--- src/rtl/i2s_tx_stream.sv ---
// Stereo I2S slave transmitter: valid/ready stereo-pair FIFO feeding an MSB-first shifter
// clocked by synchronised strobes of the externally mastered bit clock and word select.
module i2s_tx_stream #(
    parameter int unsigned WIDTH = 16,
    parameter int unsigned AW    = 2
) (
    input  logic             clk,
    input  logic             rst,
    input  logic [WIDTH-1:0] in_left,
    input  logic [WIDTH-1:0] in_right,
    input  logic             in_valid,
    output logic             in_ready,
    input  logic             i2s_sclk,
    input  logic             i2s_lrclk,
    output logic             i2s_din,
    output logic [AW:0]      level,
    output logic             underrun,
    output logic [7:0]       underrun_cnt
);

    localparam int unsigned Depth     = 2 ** AW;
    localparam logic [AW:0] FullLevel = {1'b1, {AW{1'b0}}};

    logic [1:0]           sclk_sync_q;
    logic [1:0]           lrclk_sync_q;
    logic                 sclk_rise_q;
    logic                 sclk_fall_q;
    logic                 ws_q;
    logic [2*WIDTH-1:0]   mem_q [Depth];
    logic [AW-1:0]        wr_ptr_q;
    logic [AW-1:0]        rd_ptr_q;
    logic [AW:0]          count_q;
    logic [WIDTH-1:0]     shreg_q;
    logic [WIDTH-1:0]     held_right_q;
    logic                 underrun_q;
    logic [7:0]           underrun_cnt_q;

    logic ws_change;
    logic left_load;
    logic fifo_empty;
    logic push;
    logic pop;

    always_comb begin
        ws_change  = sclk_rise_q & (lrclk_sync_q[1] != ws_q);
        left_load  = ws_change & ~lrclk_sync_q[1];
        fifo_empty = (count_q == '0);
        in_ready   = (count_q != FullLevel);
        push       = in_valid & in_ready;
        // Underrun is only judged at left loads so a pair is never split across frames.
        pop        = left_load & ~fifo_empty;
    end

    always_ff @(posedge clk or posedge rst) begin
        if (rst) begin
            sclk_sync_q    <= '0;
            lrclk_sync_q   <= '0;
            sclk_rise_q    <= 1'b0;
            sclk_fall_q    <= 1'b0;
            ws_q           <= 1'b0;
            wr_ptr_q       <= '0;
            rd_ptr_q       <= '0;
            count_q        <= '0;
            shreg_q        <= '0;
            held_right_q   <= '0;
            underrun_q     <= 1'b0;
            underrun_cnt_q <= '0;
            for (int i = 0; i < Depth; i++) begin
                mem_q[i] <= '0;
            end
        end else begin
            sclk_sync_q  <= {sclk_sync_q[0], i2s_sclk};
            lrclk_sync_q <= {lrclk_sync_q[0], i2s_lrclk};
            sclk_rise_q  <= sclk_sync_q[0] & ~sclk_sync_q[1];
            sclk_fall_q  <= ~sclk_sync_q[0] & sclk_sync_q[1];
            underrun_q   <= 1'b0;

            if (push) begin
                mem_q[wr_ptr_q] <= {in_left, in_right};
                wr_ptr_q        <= wr_ptr_q + 1'b1;
            end
            if (pop) begin
                rd_ptr_q <= rd_ptr_q + 1'b1;
            end
            if (push && !pop) begin
                count_q <= count_q + 1'b1;
            end else if (pop && !push) begin
                count_q <= count_q - 1'b1;
            end

            if (ws_change) begin
                ws_q <= lrclk_sync_q[1];
                if (lrclk_sync_q[1]) begin
                    shreg_q <= held_right_q;
                end else if (!fifo_empty) begin
                    {shreg_q, held_right_q} <= mem_q[rd_ptr_q];
                end else begin
                    shreg_q      <= '0;
                    held_right_q <= '0;
                    underrun_q   <= 1'b1;
                    if (underrun_cnt_q != 8'hFF) begin
                        underrun_cnt_q <= underrun_cnt_q + 1'b1;
                    end
                end
            end else if (sclk_fall_q) begin
                shreg_q <= {shreg_q[WIDTH-2:0], 1'b0};
            end
        end
    end

    assign i2s_din      = shreg_q[WIDTH-1];
    assign level        = count_q;
    assign underrun     = underrun_q;
    assign underrun_cnt = underrun_cnt_q;

endmodule

--- config.mk ---
export PLATFORM = sky130hd
export DESIGN_NAME = i2s_tx_stream
export DESIGN_NICKNAME = d
export VERILOG_FILES = /design/src/rtl/i2s_tx_stream.sv
export SDC_FILE = /design/constraint.sdc
export NUM_CORES = 1
export LEC_CHECK = 0
export ABC_AREA = 0
export CAP_MARGIN = 20
export CORE_MARGIN = 2
export CORE_UTILIZATION = 39
export CTS_CLUSTER_SIZE = 25
export DETAILED_ROUTE_END_ITERATION = 10
export SETUP_SLACK_MARGIN = 0.5
export SYNTH_ARGS = -nofsm -noshare
export SYNTH_HDL_FRONTEND = slang
export SYNTH_SLANG_ARGS = --single-unit
--- constraint.sdc ---
create_clock -name clk -period 9.2 [get_ports clk]
set_clock_uncertainty 0.05 [all_clocks]
set_input_delay 1.84 -clock clk [delete_from_list [all_inputs] [get_ports clk]]
set_output_delay 1.84 -clock clk [all_outputs]
set_load 0.02 [all_outputs]
# After elaboration in Yosys (flattened, before gate mapping)
# Index checks and enable logic that the tools add are counted.
[word_totals]
latch_bits = 0
rom_bits = 0
memories = 0
ramBits = 0
ff_bits = 183
[classes]
add_sub_neg = 5
shifts = 0
mul = 0
muxes = 16
n_lt_le_gt_ge = 3
div = 0
n_reduce_logical = 10
bitwise = 12
eq_ne = 3
[ops]
columns = ["operator", "count"]
rows = [
  ["$bwmux W128", 1],
  ["$mux W32", 3],
  ["$mux W16", 5],
  ["$bmux W32 S2", 1],
  ["$demux W32 S2", 1],
  ["$add A8 B1 Y8 const B", 1],
  ["$ne A8 B8 Y1 const B", 1],
  ["$and A1 B1 Y1", 6],
  ["$ge A3 B3 Y1 const B", 2],
  ["$mux W3", 2],
  ["$not A2 Y3", 2],
  ["$add A2 B1 Y2 const B", 2],
  ["$not A1 Y1", 4],
  ["$reduce_and A4 Y1", 1],
  ["$reduce_bool A2 Y1", 2],
  ["$add A3 B1 Y3 const B", 1],
  ["$logic_and A1 B1 Y1", 3],
  ["$logic_not A3 Y1", 1],
  ["$lt A3 B1 Y1 const B", 1],
  ["$mux W1", 3],
  ["$ne A3 B3 Y1 const B", 1],
  ["$sub A3 B1 Y3 const B", 1],
  ["$logic_not A1 Y1", 2],
  ["$reduce_and A2 Y1", 1],
  ["$ne A1 B1 Y1", 1],
]

# Depth between registers and ports, before layout
[logic_depth]
depth_word = 7
ltp_mapped = 13
depth_no_buf = 9

# Least setup slack after synthesis
# OpenSTA, ideal clock, no wires.
[synth_path]
kind = "input to register"
from = "in in_valid"
to = "reg count_q[2], in the netlist level[2]"
stages = 7
setup_slack_ns = 5.938
arrival_time_ns = 3.132
setup_ns = 0.080
n_path_buf = 0
path_cell_list = "a21boi_2 -> ha_1 -> inv_1 -> fa_1 -> xor2_1 -> nor2_1 -> xor2_1"
[synth_via]
elab_chain_len = 4
word_cells_on_any_way = 6
classes_between = "mux (1); bitwise (1); reduce/logical (4)"
[synth_rtl]
columns = ["element", "line_no", "source"]
rows = [
  ["start: declaration", "11", "input logic in_valid,"],
  ["$and A1 B1 Y1 *", "49", "push = in_valid & in_ready;"],
  ["$logic_not A1 Y1", "87", "end else if (pop && !push) begin"],
  ["$logic_and A1 B1 Y1", "87", ""],
  ["$reduce_bool A2 Y1 (no line)", "-", ""],
  ["end signal: assignment", "86", "count_q <= count_q + 1'b1;"],
  ["end signal: assignment", "88", "count_q <= count_q - 1'b1;"],
  ["end: declaration", "32", "logic [AW:0] count_q;"],
]
# Every way passes the cells marked *; elsewhere a longest branch is shown, timed or not.
# A chain may end at the register's enable or synchronous reset.

# Worst setup path after layout
[layout_path]
from = "in in_valid"
to = "reg mem_q[48] (netlist bit)"
[layout_via]
elab_chain_len = 1
[layout_rtl]
columns = ["element", "line_no", "source"]
rows = [
  ["$and A1 B1 Y1", "49", ""],
  ["via push", "41", "logic push;"],
  ["end signal: indexed assignment", "79", "mem_q[wr_ptr_q] <= {in_left, in_right};"],
  ["end: declaration", "29", "logic [2*WIDTH-1:0] mem_q [Depth];"],
]
# The timed path passes the listed nets, and every way through them passes these cells.

==> reports/results.tsv <==
metric	value	unit
Detailed Route WL	17100	µm
setup_tns	0	ns
Min-Delay Path Depth	0	
DR pass1 iterations	4	
number of diodes	0	
dpl cells	842	
hold buffer count at cts	0	
synth top area cells	dfrtp_1 (56%), mux2_2 (17%), mux4_2 (8.8%), a22o_1 (1.7%), mux2_1 (1.5%)	
Post-Synth Adder-Cell Area	0.0117	
initial DRC count	280	
Seq/Total Area, Yosys	0.561	
power per cell area	331	nW/µm²
main combinational cell family by area after synthesis	multiplexers	
Mapped Avg Cell Area	14.9	µm²
Final Net Count	636	
clock slew at reported path FFs	0.07	ns
Final Util	0.467	
Critical Path End Type	flop	
die height	149	µm
Initial Util	0.401	
Hold Path End	lrclk_sync_q[1]	
Rows	52	
PostCTS Resize Cnt	0	
most common cell in the synthesized netlist	dfrtp_1	
crit path from	in_valid	
Tot Pwr	3.15	mW
Pleak	3.95	nW
Synth area leader	dfrtp_1	
GRT Residual Overflow	0	
post-synthesis xor/xnor area fraction	0.00966	
Post-synth EDFFs	0	
vias in the first global route	5085	
peak supply drop	0.158	mV
Syn-to-layout area delta	16.5	%
HP Start	lrclk_sync_q[0]	
CP Data Required Time	9.46	ns
R2R depth	7	
Slew HR	0.404	
Post-synth top cells	dfrtp_1 (183), mux2_2 (121), mux4_2 (32)	
CTS buffer count	17	
worst hold-check path type	flop to flop	
Ys Warns	0	
Finished Cell Area	9500	µm²
H-tree depth	4	
Crit Path Category	input pin to flop	
final setup vio count	0	
worst skew pair latency	0.43	ns
post-synthesis mux area share	0.272	
complex-gate fraction of the synthesized area	0.0753	
DRC violations left	0	
FF+latch area	4580	µm²
gpl congestion	0.747	
I/O pins	51	
Routed WL per cell	19.6	µm
CTS tree	done	
critical path startpoint category	input pin	
Fin. Hold Viols	0	
pin count of the biggest net entering global routing	118	
RR Endpoint	level[1]	
placed cell area	8860	µm²
die area	22100	µm²
RSZ-0062 raised after global routing	no	
worst-path fanout max	21	
share of cells above drive strength 1	0.332	
Final Cycle Share	0.392	
initial antenna violation count	0	
Synth cell types	40	
first-pass GRT wire length	28400	µm
via count	4726	
HPWL after DPL	11000	µm
Post-CTS Setup Inserts	0	
multi-input combinational cell area	3350	µm²
vias per cell	5.40	
CP arrival	3.86	ns
clk root buf	clkbuf_16	
max-slew violations	0	
Port Buffers	50	
Routed Antenna Nets	0	
Worst R2R Setup Slack	5.70	ns
status	finished clean	
asr flop ratio synth	1.00	
Sink Count	183	
Most used DFF post-synth	dfrtp_1	
worst r2r src	lrclk_sync_q[1]	
worst-margin pin slew	0.892	ns
gr usage total	0.168	
Synth Cell Area	8160	µm²
worst-case clock buffer depth	2	
min cycle time layout	3.60	ns
Synth Register Bits	183	
Max Cap Viol	0	
fin cells	875	
Synth Area in Simple Gates	0.0425	
core region area	20400	µm²
number of fill cells	1737	
Yosys top cell area share	0.561	
Die Width	149	µm
Max Fclk	0.278	GHz
cells after synthesis	549	
Post-Syn Nets	593	
-- registers in the layout, indices dropped and copies added (netlist names) --
| signal | count |
|---|---|
| sclk_fall_q | 1 |
| mem_q | 128 |
| underrun_cnt | 8 |
| held_right_q | 16 |
| level | 3 |
| wr_ptr_q | 2 |
| rd_ptr_q | 2 |
| shreg_q | 16 |
| underrun | 1 |
| ws_q | 1 |
| sclk_rise_q | 1 |
| sclk_sync_q | 2 |
| lrclk_sync_q | 2 |
-- per-stage QoR --
step | hold slack [ns] | setup slack [ns]
after floorplan | 0.281 | 2.34
after global placement | 0.294 | 5.13
after detailed placement | 0.294 | 5.02
after CTS | 0.316 | 5.49
after global routing | 0.324 | 5.45
final | 0.312 | 5.60
-- cells in the final DEF (no fill, tap or decap), drive strengths merged, types with 3 or more instances in the layout --
cell,synthesis,final
buf,28,8
inv,9,15
xnor2,5,5
a22o,16,16
mux4,32,32
clkbuf,6,17
dfrtp,183,183
a21oi,8,8
clkinvlp,0,4
o22a,6,6
xor2,4,4
ha,6,6
a221o,10,10
nand3,3,3
mux2,132,132
nor2b,18,18
o21a,11,11
bufinv,0,3
clkdlybuf4s50,0,50
o2bb2ai,10,10
a2bb2oi,5,5
nor2,21,21
nand2,18,18
-- cell type report --
class | instances | area share
well taps | 270 | 0.0355
clock buffers | 17 | 0.0448
repair buffers | 58 | 0.0611
flip-flops and latches | 183 | 0.482
inverters | 9 | 0.00408
multi-input cells | 323 | 0.353
clock inverters | 15 | 0.0197
-- power breakdown --
group	internal [mW]	total [mW]	switching, mW	leakage [nW]
clock network	0.433	0.758	0.324	0.291
registers	1.16	1.39	0.226	2.20
logic	0.615	1.00	0.388	1.46
-- worst max-delay path by stage --
| stage | end | cells past startpoint |
|---|---|---|
| 2_1_floorplan | held_right_q[0] | 1 |
| 3_3_place_gp | rd_ptr_q[0] | 3 |
| 3_5_place_dp | rd_ptr_q[0] | 3 |
| 4_1_cts | rd_ptr_q[0] | 3 |
| 5_1_grt | rd_ptr_q[0] | 4 |
| 6_report | mem_q[48] | 5 |
-- metal layers --
layer,vias to the layer above,global-route usage,wire [µm]
met1,2520,0.229,7750
met4,0,0.0357,113
li1,2113,-,-
met5,-,0,0
met2,83,0.277,8530
met3,10,0.0374,730
-- worst max-delay path, stage by stage --
cell,delay (ns)
clkdlybuf4s50_1,0.45
a21boi_2,0.34
nand2_1,0.45
buf_4,0.40
mux2_1,0.36
-- logic make-up (layout without fill, tap and decap cells) --
family | Yosys count | count (layout)
mux | 165 | 165
fa+ha+maj | 7 | 7
simple gates | 68 | 68
compound gates | 74 | 74
buf+inv | 43 | 99
flops | 183 | 183
xor+xnor | 9 | 9
Note: power is estimated with default switching activity, not from simulation.
==> variant: new RTL, same settings <==
Make the reset (`rst`) synchronous in one clocked block.
--- a/src/rtl/i2s_tx_stream.sv
+++ b/src/rtl/i2s_tx_stream.sv
@@ -52,5 +52,5 @@
     end
 
-    always_ff @(posedge clk or posedge rst) begin
+    always_ff @(posedge clk) begin
         if (rst) begin
             sclk_sync_q    <= '0;
Formal check against the unedited RTL: differs if rst is asserted again (counterexample within 4 cycles, from zero or initial values and one cycle with rst high); with rst held inactive, the same outputs for 10 cycles.
==> variant against the original RTL <==
  * Sequential cell count rose by 2
  * Maximum frequency decreased by 8.2%
  * Design area is 0.37% lower
  * Synthesized area rose by 0.26%
  * First-iteration DRC count grew 54%
  * Via count up 4.4%
  * Cell count is 5.8% higher
  * Wire length is 4.7% higher
  * Setup slack worse by 0.32 ns
  * Critical path type unchanged
  * Critical endpoint is now mem_q[0][28]
Power is not compared: it rests on default switching activity, and its combinational part moved more than twofold at a synthesized area within 25%.
==> variant: results (changes against the original RTL) <==
- Run status: finished, final reports clean
- Area of placed instances: 8901 sq um (+0.44%)
- Detail-routed net length per standard cell: 19.35 um (-1.1%)
- Worst slew pin tran: 1.070 ns (+0.1783 ns)
- Number of distinct library cells after synthesis: 49 (+23%)
- Net Count, Synth: 644 (+8.6%)
- Endpoint of the worst hold path: sclk_fall_q
- Largest cells by area after synthesis: sky130_fd_sc_hd__edfxtp_1, sky130_fd_sc_hd__dfxtp_1, sky130_fd_sc_hd__and2_1
- R2R depth: 10 (+3)
- Worst flop-to-flop path startpoint: sclk_rise_q
- Vias in the first global route: 4912 (-3.4%)
- CP Max Fanout: 61 (+190%)
- Most frequent cells after synthesis: sky130_fd_sc_hd__and2_1, sky130_fd_sc_hd__edfxtp_1, sky130_fd_sc_hd__dfxtp_1, sky130_fd_sc_hd__nor2_1, sky130_fd_sc_hd__clkbuf_1
- Post-DP HPWL: 10.14 mm (-8.1%)
- GR Util met1: 0.2260 (-0.003000)
- Final Hold Slack: 0.3762 ns (+0.06377 ns)
- Number of cells on the worst hold path: 1 (+1)
- First drt pass iteration count: 5 (+1)
- Arrival time of data at the critical path endpoint: 3.93 ns (+0.07 ns)
- Top Family by Delay on Critical Path: simple AND/OR/NAND/NOR gates
- Instance count of the mapped netlist: 604 (+10%)
- Slowest CP cell: sky130_fd_sc_hd__or2_2
- Placed Cells: 894 (+6.2%)
- Post-Place Setup Slack: 4.845 ns (-0.1746 ns)
- Final nets: 683 (+7.4%)
- GR Util All Layers: 0.1701 (+0.002557)
- Worst min-delay path startpoint: sclk_sync_q[0]
- Maximum number of pins on one net before global-route repair: 62 (-47%)
- Timing startpoint of the critical path: rst
- Combinational Power Share: 0.090
- Worst setup slack for register-to-register paths: 5.60 ns (-0.10 ns)
- Share of flip-flops with an asynchronous set or reset after synthesis: 0 (-1.000)
- Routing usage on met2: 0.2840 (+0.007176)
- Fraction of final layout cells sized beyond drive strength 1: 0.1067 (-0.2255)
- Vias per std cell: 5.329 (-1.3%)
- Power after layout: 1848 uW
- Share of the synthesized area in the top cell type: 0.4699 (-0.09140)
- Final wirelength: 17.92 mm (+4.7%)
- Sequential area share after synthesis: 0.6094 (+0.04810)
- Registers with the most flip-flops: mem_q: 128 flops, held_right_q: 16 flops, shreg_q: 16 flops
- Met3 Usage GRT: 0.02875 (-0.008677)
- Number of flops mapped to enable cells by yosys: 128 (+128)
- Worst flop-to-flop path endpoint: level[2]
- Shortest clock period the worst path allows after layout: 3.926 ns (+0.3231 ns)
==> variant: cell families (layout without fill, tap and decap cells) <==
kind of cell               count (synthesis)  in the layout  synth area share
AOI/OAI and AO/OA                         62             62           0.06409
xor gates and xnor gates                   9              9          0.009637
adders and majority gates                  3              3          0.005506
buffers and inverters                     48            100           0.02891
DFF                                      185            185            0.6094
muxes                                     37             37            0.1006
and+or+nand+nor                          260            260            0.1819
==> variant: area by class of cell <==
type / instances / area (sq um)
Tap cell: 270 / 337.8
Clock inverter: 10 / 60.06
Clock buffer: 22 / 506.7
Multi-Input combinational cell: 371 / 2969
Fill cell: 1870 / 10960
Inverter: 6 / 22.52
Timing Repair Buffer: 62 / 585.6
Sequential cell: 185 / 4986
==> variant: per-layer routing <==
layer	vias up	wire length, um
met5	-	0
met4	0	328
met3	22	768
met2	141	8927
met1	2456	7898
li1	2316	-
